`config.mk`:
```
export PLATFORM = sky130hd
export DESIGN_NAME = muldiv_unit
export DESIGN_NICKNAME = d
export VERILOG_FILES = /design/src/rtl/muldiv_unit.sv
export SDC_FILE = /design/constraint.sdc
export NUM_CORES = 2
export LEC_CHECK = 0
export CAP_MARGIN = 20
export CORE_MARGIN = 8
export CORE_UTILIZATION = 55
export DETAILED_ROUTE_END_ITERATION = 7
export PLACE_DENSITY = 0.78
export SYNTH_ARGS = -nofsm -noshare
export SYNTH_HDL_FRONTEND = slang
export SYNTH_SLANG_ARGS = --single-unit
```
`constraint.sdc`:
```
create_clock -name clk -period 6.28 [get_ports clk]
set_clock_uncertainty 0.15 [all_clocks]
set_input_delay 1.57 -clock clk [delete_from_list [all_inputs] [get_ports clk]]
set_output_delay 1.57 -clock clk [all_outputs]
set_load 0.02 [all_outputs]
```
`src/rtl/muldiv_unit.sv`:
```
// muldiv_unit: multicycle RV32M multiply/divide unit for the EX stage.
// Multiplies run either as a one-shot product (FAST_MUL=1) or as a
// shift-add over XLEN cycles. Divides are always restoring, one quotient
// bit per cycle. Both paths work on operand magnitudes, and the sign is
// fixed up once, on the final step. While the unit works, stall holds the
// front of the pipeline.
module muldiv_unit #(
  parameter int XLEN     = 32,
  parameter bit FAST_MUL = 1'b1
) (
  input  logic            clk,
  input  logic            rstn,
  input  logic            start,
  input  logic            flush,
  input  logic [2:0]      funct3,
  input  logic [XLEN-1:0] A,
  input  logic [XLEN-1:0] B,
  output logic            busy,
  output logic            done,
  output logic            stall,
  output logic [XLEN-1:0] result
);

  localparam int CW = $clog2(XLEN);
  localparam logic [XLEN-1:0] MIN_NEG = {1'b1, {(XLEN-1){1'b0}}};

  typedef enum logic [1:0] {S_IDLE, S_MUL, S_DIV, S_DONE} state_t;

  state_t              r_state;
  logic                r_busy;
  logic                r_done;
  logic [XLEN-1:0]     r_result;
  logic [2:0]          r_f3;
  logic [2*XLEN-1:0]   r_acc;    // mul: {partial, multiplier}; div: {remainder, quotient}
  logic [XLEN-1:0]     r_opb;    // mul: multiplicand magnitude; div: divisor magnitude
  logic                r_neg_lo; // product or quotient must be negated
  logic                r_neg_hi; // remainder must be negated
  logic [CW-1:0]       r_cnt;

  // Two's-complement negate when requested (XLEN wide)
  function automatic logic [XLEN-1:0] f_cneg(input logic [XLEN-1:0] v, input logic neg);
    return neg ? -v : v;
  endfunction

  // Two's-complement negate when requested (2*XLEN wide)
  function automatic logic [2*XLEN-1:0] f_cneg2(input logic [2*XLEN-1:0] v, input logic neg);
    return neg ? -v : v;
  endfunction

  // MUL takes the low half, every MULH* variant the high half
  function automatic logic [XLEN-1:0] f_sel_mul(input logic [2*XLEN-1:0] p, input logic [2:0] f3);
    return (f3 == 3'd0) ? p[XLEN-1:0] : p[2*XLEN-1:XLEN];
  endfunction

  // Operand decode
  logic            w_is_div;
  logic            w_a_signed;
  logic            w_b_signed;
  logic            w_a_neg;
  logic            w_b_neg;
  logic [XLEN-1:0] w_mag_a;
  logic [XLEN-1:0] w_mag_b;
  logic            w_div0;
  logic            w_ovf;
  logic            w_fast;

  assign w_is_div   = funct3[2];
  assign w_a_signed = w_is_div ? ~funct3[0] : ((funct3 == 3'd1) | (funct3 == 3'd2));
  assign w_b_signed = w_is_div ? ~funct3[0] : (funct3 == 3'd1);
  assign w_a_neg    = w_a_signed & A[XLEN-1];
  assign w_b_neg    = w_b_signed & B[XLEN-1];
  assign w_mag_a    = f_cneg(A, w_a_neg);
  assign w_mag_b    = f_cneg(B, w_b_neg);
  assign w_div0     = w_is_div & (B == '0);
  assign w_ovf      = w_is_div & ~funct3[0] & (A == MIN_NEG) & (B == '1);
  assign w_fast     = ~w_is_div & FAST_MUL;

  // One-shot product and the results that finish straight from IDLE
  logic [2*XLEN-1:0] w_mag_prod;
  logic [XLEN-1:0]   w_idle_res;

  assign w_mag_prod = {{XLEN{1'b0}}, w_mag_a} * {{XLEN{1'b0}}, w_mag_b};
  assign w_idle_res = w_div0 ? (funct3[1] ? A : '1) :
                      w_ovf  ? (funct3[1] ? '0 : A) :
                      f_sel_mul(f_cneg2(w_mag_prod, w_a_neg ^ w_b_neg), funct3);

  // Shift-add step: conditionally add the multiplicand to the top half, then shift right
  logic [XLEN:0]     w_mul_sum;
  logic [2*XLEN-1:0] w_mul_next;
  logic [XLEN-1:0]   w_mul_res;

  assign w_mul_sum  = {1'b0, r_acc[2*XLEN-1:XLEN]} + (r_acc[0] ? {1'b0, r_opb} : '0);
  assign w_mul_next = {w_mul_sum, r_acc[XLEN-1:1]};
  assign w_mul_res  = f_sel_mul(f_cneg2(w_mul_next, r_neg_lo), r_f3);

  // Restoring step: the remainder is always below the divisor, so the sign of the
  // difference alone says whether the shifted remainder can be reduced
  logic [XLEN:0]     w_div_sh;
  logic [XLEN:0]     w_div_diff;
  logic              w_div_ge;
  logic [XLEN-1:0]   w_div_rem;
  logic [2*XLEN-1:0] w_div_next;
  logic [XLEN-1:0]   w_div_res;

  assign w_div_sh   = {r_acc[2*XLEN-1:XLEN], r_acc[XLEN-1]};
  assign w_div_diff = w_div_sh - {1'b0, r_opb};
  assign w_div_ge   = ~w_div_diff[XLEN];
  assign w_div_rem  = w_div_ge ? w_div_diff[XLEN-1:0] : w_div_sh[XLEN-1:0];
  assign w_div_next = {w_div_rem, r_acc[XLEN-2:0], w_div_ge};
  assign w_div_res  = r_f3[1] ? f_cneg(w_div_next[2*XLEN-1:XLEN], r_neg_hi)
                              : f_cneg(w_div_next[XLEN-1:0], r_neg_lo);

  logic w_last;
  assign w_last = (r_cnt == CW'(XLEN - 1));

  // Control FSM and datapath: latch in IDLE, iterate in MUL/DIV, publish the result on entry to DONE
  always_ff @(posedge clk or negedge rstn) begin
    if (!rstn) begin
      r_state  <= S_IDLE;
      r_busy   <= 1'b0;
      r_done   <= 1'b0;
      r_result <= '0;
      r_f3     <= '0;
      r_acc    <= '0;
      r_opb    <= '0;
      r_neg_lo <= 1'b0;
      r_neg_hi <= 1'b0;
      r_cnt    <= '0;
    end else if (flush) begin
      r_state <= S_IDLE;
      r_busy  <= 1'b0;
      r_done  <= 1'b0;
    end else begin
      case (r_state)
        S_IDLE: begin
          r_done <= 1'b0;
          if (start) begin
            r_f3     <= funct3;
            r_neg_lo <= w_a_neg ^ w_b_neg;
            r_neg_hi <= w_a_neg;
            r_cnt    <= '0;
            if (w_is_div) begin
              r_acc <= {{XLEN{1'b0}}, w_mag_a};
              r_opb <= w_mag_b;
            end else begin
              r_acc <= {{XLEN{1'b0}}, w_mag_b};
              r_opb <= w_mag_a;
            end
            if (w_fast | w_div0 | w_ovf) begin
              r_state  <= S_DONE;
              r_done   <= 1'b1;
              r_result <= w_idle_res;
            end else if (w_is_div) begin
              r_state <= S_DIV;
              r_busy  <= 1'b1;
            end else begin
              r_state <= S_MUL;
              r_busy  <= 1'b1;
            end
          end
        end
        S_MUL: begin
          r_acc <= w_mul_next;
          r_cnt <= r_cnt + CW'(1);
          if (w_last) begin
            r_state  <= S_DONE;
            r_busy   <= 1'b0;
            r_done   <= 1'b1;
            r_result <= w_mul_res;
          end
        end
        S_DIV: begin
          r_acc <= w_div_next;
          r_cnt <= r_cnt + CW'(1);
          if (w_last) begin
            r_state  <= S_DONE;
            r_busy   <= 1'b0;
            r_done   <= 1'b1;
            r_result <= w_div_res;
          end
        end
        S_DONE: begin
          r_state <= S_IDLE;
          r_done  <= 1'b0;
        end
        default: begin
          r_state <= S_IDLE;
          r_busy  <= 1'b0;
          r_done  <= 1'b0;
        end
      endcase
    end
  end

  assign busy   = r_busy;
  assign done   = r_done;
  assign result = r_result;
  assign stall  = rstn & (((r_state == S_IDLE) & start & ~flush) | r_busy);

endmodule
```
* Word level (Yosys, flattened, before mapping)
Index checks and enable logic that the tools add are counted.
** Storage, ports and cells
- Bits in registers :: 142
- Output and inout bits :: 35
- Bits of input ports :: 71
** Operators by class
- $add $sub $neg :: 9
- Multiplexer cells :: 44
- Bitwise logic cells :: 18
- Equality and inequality tests :: 15
- Reduce and logical (&&, ||, !) cells :: 14
- $mul :: 1
** Operator list (count)
- 32-bit 2-to-1 mux :: 19
- 64-bit 2-to-1 mux :: 3
- 64-bit case mux with 3 select lines :: 1
- 32-bit negator :: 4
- 64-bit negator :: 2
- 32-bit case mux with 3 select lines :: 1
- 32-bit equality test (second input constant) :: 2
- 32-bit by 32-bit multiplier with 64-bit output :: 1
- 32-bit by 32-bit adder with 33-bit output :: 1
- 33-bit by 32-bit subtractor with 33-bit output :: 1
- 32-bit zero test :: 1
- 1-bit 2-to-1 mux :: 10
- 2-bit 2-to-1 mux :: 5
- 5-bit case mux with 2 select lines :: 1
- 1-bit bitwise AND :: 9
- 3-bit AND reduction :: 3
- 2-bit inequality test (second input constant) :: 4
- 3-bit zero test :: 2
- 3-bit inequality test (second input constant) :: 2
- 2-bit case mux with 3 select lines :: 1
- 6-bit AND reduction :: 1
- 3-bit nonzero test :: 2
- 5-bit by 1-bit adder with 5-bit output (second input constant) :: 1
- 5-bit equality test (second input constant) :: 1
- 16 further kinds :: 23

* Longest topological paths before layout
- Word-level depth :: 14
- Gate-level depth with buffers :: 43
- Mapped depth without buffers :: 38

* Worst setup path after synthesis
OpenSTA, ideal clock, no wires.
- Kind :: input-to-reg
- From :: input B[4]
- To :: register r_result[27] (netlist: result[27])
- Cell stages on the path :: 37
- Data required time :: 6.034 ns
- Library setup time :: 0.096 ns
- Path slack :: -6.115 ns
- Data arrival time :: 12.150 ns
- Path buffers :: 4
- Path through :: clkbuf_1 -> or4_1 -> or2_2 -> nor3_1 -> and3b_1 -> clkbuf_1 -> nand2_1 -> o21ai_0 -> xor2_1 -> clkbuf_1 -> nor2_1 -> fa_1 -> inv_1 -> fa_1 -> inv_1 -> fa_1 -> fa_1 -> fa_1 -> fa_1 -> fa_1 -> inv_1 -> fa_1 -> inv_1 -> ha_1 -> nand2_1 -> nor4_1 -> nand2_1 -> a2111oi_0 -> or2_2 -> xor2_1 -> or3_4 -> or4_1 -> buf_2 -> nor4_4 -> a41o_1 -> a21oi_1 -> a311oi_2
** On the way
- Cells in the longest elaborated chain, start to end :: 11
- Elaborated cells on any way between the ends :: 19
** RTL lines
- start, declared :: line 17 : input logic [XLEN-1:0] B,
- 32-bit negator :: line 42 : return neg ? -v : v;
- 32-bit 2-to-1 mux :: line 42
- 32-bit by 32-bit multiplier with 64-bit output :: line 82 : assign w_mag_prod = {{XLEN{1'b0}}, w_mag_a} * {{XLEN{1'b0}}, w_mag_b};
- 64-bit negator :: line 47 : return neg ? -v : v;
- 64-bit 2-to-1 mux :: line 47
- 32-bit 2-to-1 mux :: line 52 : return (f3 == 3'd0) ? p[XLEN-1:0] : p[2*XLEN-1:XLEN];
- 32-bit 2-to-1 mux :: line 84 : w_ovf ? (funct3[1] ? '0 : A) :
- 32-bit 2-to-1 mux :: line 83 : assign w_idle_res = w_div0 ? (funct3[1] ? A : '1) :
- 32-bit 2-to-1 mux :: line 149 : if (w_fast | w_div0 | w_ovf) begin
- 32-bit 2-to-1 mux :: line 137 : if (start) begin
- 32-bit case mux with 3 select lines :: line 134 : case (r_state)
- end signal, assigned :: line 152 : r_result <= w_idle_res;
- end signal, assigned :: line 169 : r_result <= w_mul_res;
- end signal, assigned :: line 179 : r_result <= w_div_res;
- end, declared :: line 32 : logic [XLEN-1:0] r_result;
Several ways; a longest one is shown, not always the timed one. The select of a mux whose other input is x is not followed.
A chain may end at the register's enable or synchronous reset.

* Worst setup path in the final report
- From :: input B[6]
- To :: register r_result[31] (netlist: result[31])
Same word-level chain as after synthesis.

==> out/metrics.cfg <==
[status]
violations = DRC, setup timing
status = finished with violations

[floorplan]
pin_count = 106
die_area_um2 = 106000
start_util_pct = 55.5
num_rows = 113
fp.dieH_um = 326
die_w_um = 326
fp.coreArea_um2 = 95000

[timing]
rsz0062_at_grt = true
finalWorstSetupSlack_ns = -5.60
setup_viol = 32
post-route-period-util_pct = 189
tightest_slew_ns = 1.11
hold_viol = 0
min_period_ns = 11.88
maxSlewHeadroom_pct = 25.4
slew_viol_final = 0
max_freq_mhz = 84.2

[cells_and_area]
num-fill-cells = 7144
area_growth_syn_to_layout_pct = 31.4
final_nets = 9086
finalNonFillerCells = 9058
layout-drive-gt1-share_pct = 25.1

[logic_synthesis]
ys_ff_latch = 142
syn_area_per_cell_um2 = 7.78
synthesis.area_um2 = 52700
yosysUniqueCellTypes = 98
synth_nets = 8079
yosysWarnings = 0
synthArstFlopShare_pct = 100
synth_edf_count = 0
syn_inst = 6769
synth_seq_area_share_pct = 6.74
yosys_most_used_dff = dfrtp_1

[route]
detail_route.first_pass.iterations = 8
vias_per_cell = 6.41
wl_mm = 250
vias = 58080
wire_per_inst_um = 27.6
ant_nets = 0
dr.first_iter.drc_count = 8291
route.detailed.drc = 19

[setup_path]
cpMostUsedCell = fa_1
crit_start = B[6]
critical_path.endpoint_type = register
critPathMaxFanout = 5
cpMaxStageDelayCell = fa_2
rr_startpoint = r_opb[9]
crit_type = primary input to register
max_stage_delay_ns = 0.59
cp.required_ns = 6.47
start_kind = primary input
worstPathArrival_ns = 12.07

[cts]
hold_buffers = 0
clk_latency_ns = 0.47
cts-root-buf = clkbuf_16
cts_buffers = 17
clkSlewWorstSetupHoldPaths_ns = 0.08
cts-htree-levels = 4
clock-sinks = 142
cts_max_path_buffers = 2
tritoncts = built

[global_routing]
globalRouteOverflowTotal = 0
grt_pass1_wl_mm = 357
grt_pass1_vias = 56753
grt_max_degree = 74
grt_antenna_before_repair = 8
grt_use_total_pct = 44.5

[flow_run]
cap_violations = 0

[min_path]
hold_start = r_opb[18]
hold_class = register to register

[placement]
place_congestion = 1.09
placed_cells = 8868
hpwlAfterDp_mm = 201
io_buffers = 105

==> registers in the layout, indices dropped and copies added, names as in the netlist <==
name and cells:
r_opb 32, busy 1, done 1, r_state 2, r_neg_lo 1, r_acc 64
r_neg_hi 1, r_cnt 5, r_f3 3, result 32
==> per-layer routing <==
layer	vias to the layer above	global-route usage (%)	routed length, um
met4	12	27.2	21600
met3	1266	15.5	36300
li1	23975	-	-
met5	-	0.272	110
met1	28157	58.3	91100
met2	4670	63.0	101000
==> final timing paths <==
path                       depth (start not counted)          to  slack (ns)
hold reg to reg                                    2   r_opb[18]        0.33
hold / removal                                     2   r_opb[18]        0.33
max in group asynchronous                          2   r_acc[22]        3.84
setup reg to reg                                  23  result[24]       -0.28
setup / recovery                                  40  result[31]       -5.60
min in group asynchronous                          1   r_acc[35]        0.88
==> timing repair <==
item | in CTS | in global routing
gates cloned | 1 | 3
pin swaps | 116 | 256
endpoints found under the setup margin | 32 | 32
setup buffers | 68 | 91
gates resized for setup | 263 | 403
==> layout make-up <==
cell class	instances	area [um2]	share of cell area, %
clock inverter	13	153	0.220
sequential	142	3550	5.13
clock buffer	19	443	0.640
inverter	1003	3770	5.44
multi-input combinational	5199	47200	68.2
tap	1265	1580	2.29
timing repair buffer	1413	12500	18.1
antenna	4	10.0	0.0145
==> cell usage after synthesis, types with 14 or more instances <==
cell type	count	share of area, %
nand4_1	70	0.83
o41ai_1	15	0.25
nor2_1	870	6.2
nor4_1	22	0.26
a22oi_1	47	0.67
a221o_1	19	0.36
a21oi_1	317	3.0
or2_2	22	0.26
xnor2_1	158	2.6
ha_1	341	8.1
nor3_1	87	0.83
xor2_1	137	2.3
or4_1	25	0.36
inv_1	1001	7.1
a211oi_1	60	0.85
nand2b_1	27	0.32
nand2_1	905	6.4
o31ai_1	69	0.98
dfrtp_1	142	6.7
a221oi_1	16	0.27
and3_1	32	0.38
a21o_1	60	0.85
a21boi_0	15	0.21
o21ai_0	389	3.7
fa_1	898	34
and2_1	42	0.50
o22ai_1	14	0.17
o211ai_1	40	0.57
o21a_1	36	0.51
clkbuf_1	385	2.7
buf_2	25	0.24
mux2i_1	36	0.68
a31oi_1	42	0.50
or3_1	42	0.50
nand3_1	83	0.79
==> placed cells by master (no fill, tap or decap), types with 95 or more instances in the layout <==
cell        n
fa_1      846
dfrtp_1   141
a21oi_1   259
ha_1      302
buf_4    1120
buf_12    100
inv_1     954
xnor2_1   108
nand2_1   872
nor2_1    821
xor2_1     95
o21ai_0   340
==> critical path, delay by kind of cell <==
| family | cells | cell delay [ns] |
|---|---|---|
| AND/OR/NAND/NOR | 13 | 3.46 |
| adder cells (fa/ha/maj) | 9 | 4.39 |
| AO/OA/AOI/OAI | 5 | 0.82 |
| buffers and inverters | 11 | 1.22 |
| XOR/XNOR | 2 | 0.55 |
==> metrics by stage <==
step | TNS, ns | cell area [um2] | worst slack, ns | util, % | hold WS (ns)
after global routing | -175.32 | 69200 | -5.81 | 72.9 | 0.373
after global placement | -182.02 | 64500 | -5.89 | 67.8 | 0.314
final | -169.02 | 69200 | -5.60 | 72.9 | 0.333
after detailed placement | -185.11 | 64500 | -5.97 | 67.8 | 0.321
after floorplan | -148.56 | 53500 | -4.94 | - | 0.300
after CTS | -155.61 | 66800 | -5.07 | 70.3 | 0.338
==> cells by family after synthesis <==
kind of cell,synth area share (%)
AOI/OAI and AO/OA,15.9
xor gates and xnor gates,4.90
adders and majority gates,42.2
buffers and inverters,10.3
DFF,6.74
muxes,0.962
and+or+nand+nor,19.1
Power is not shown: default switching activity piles up to over one toggle a cycle in this logic, so the estimate is an artifact.
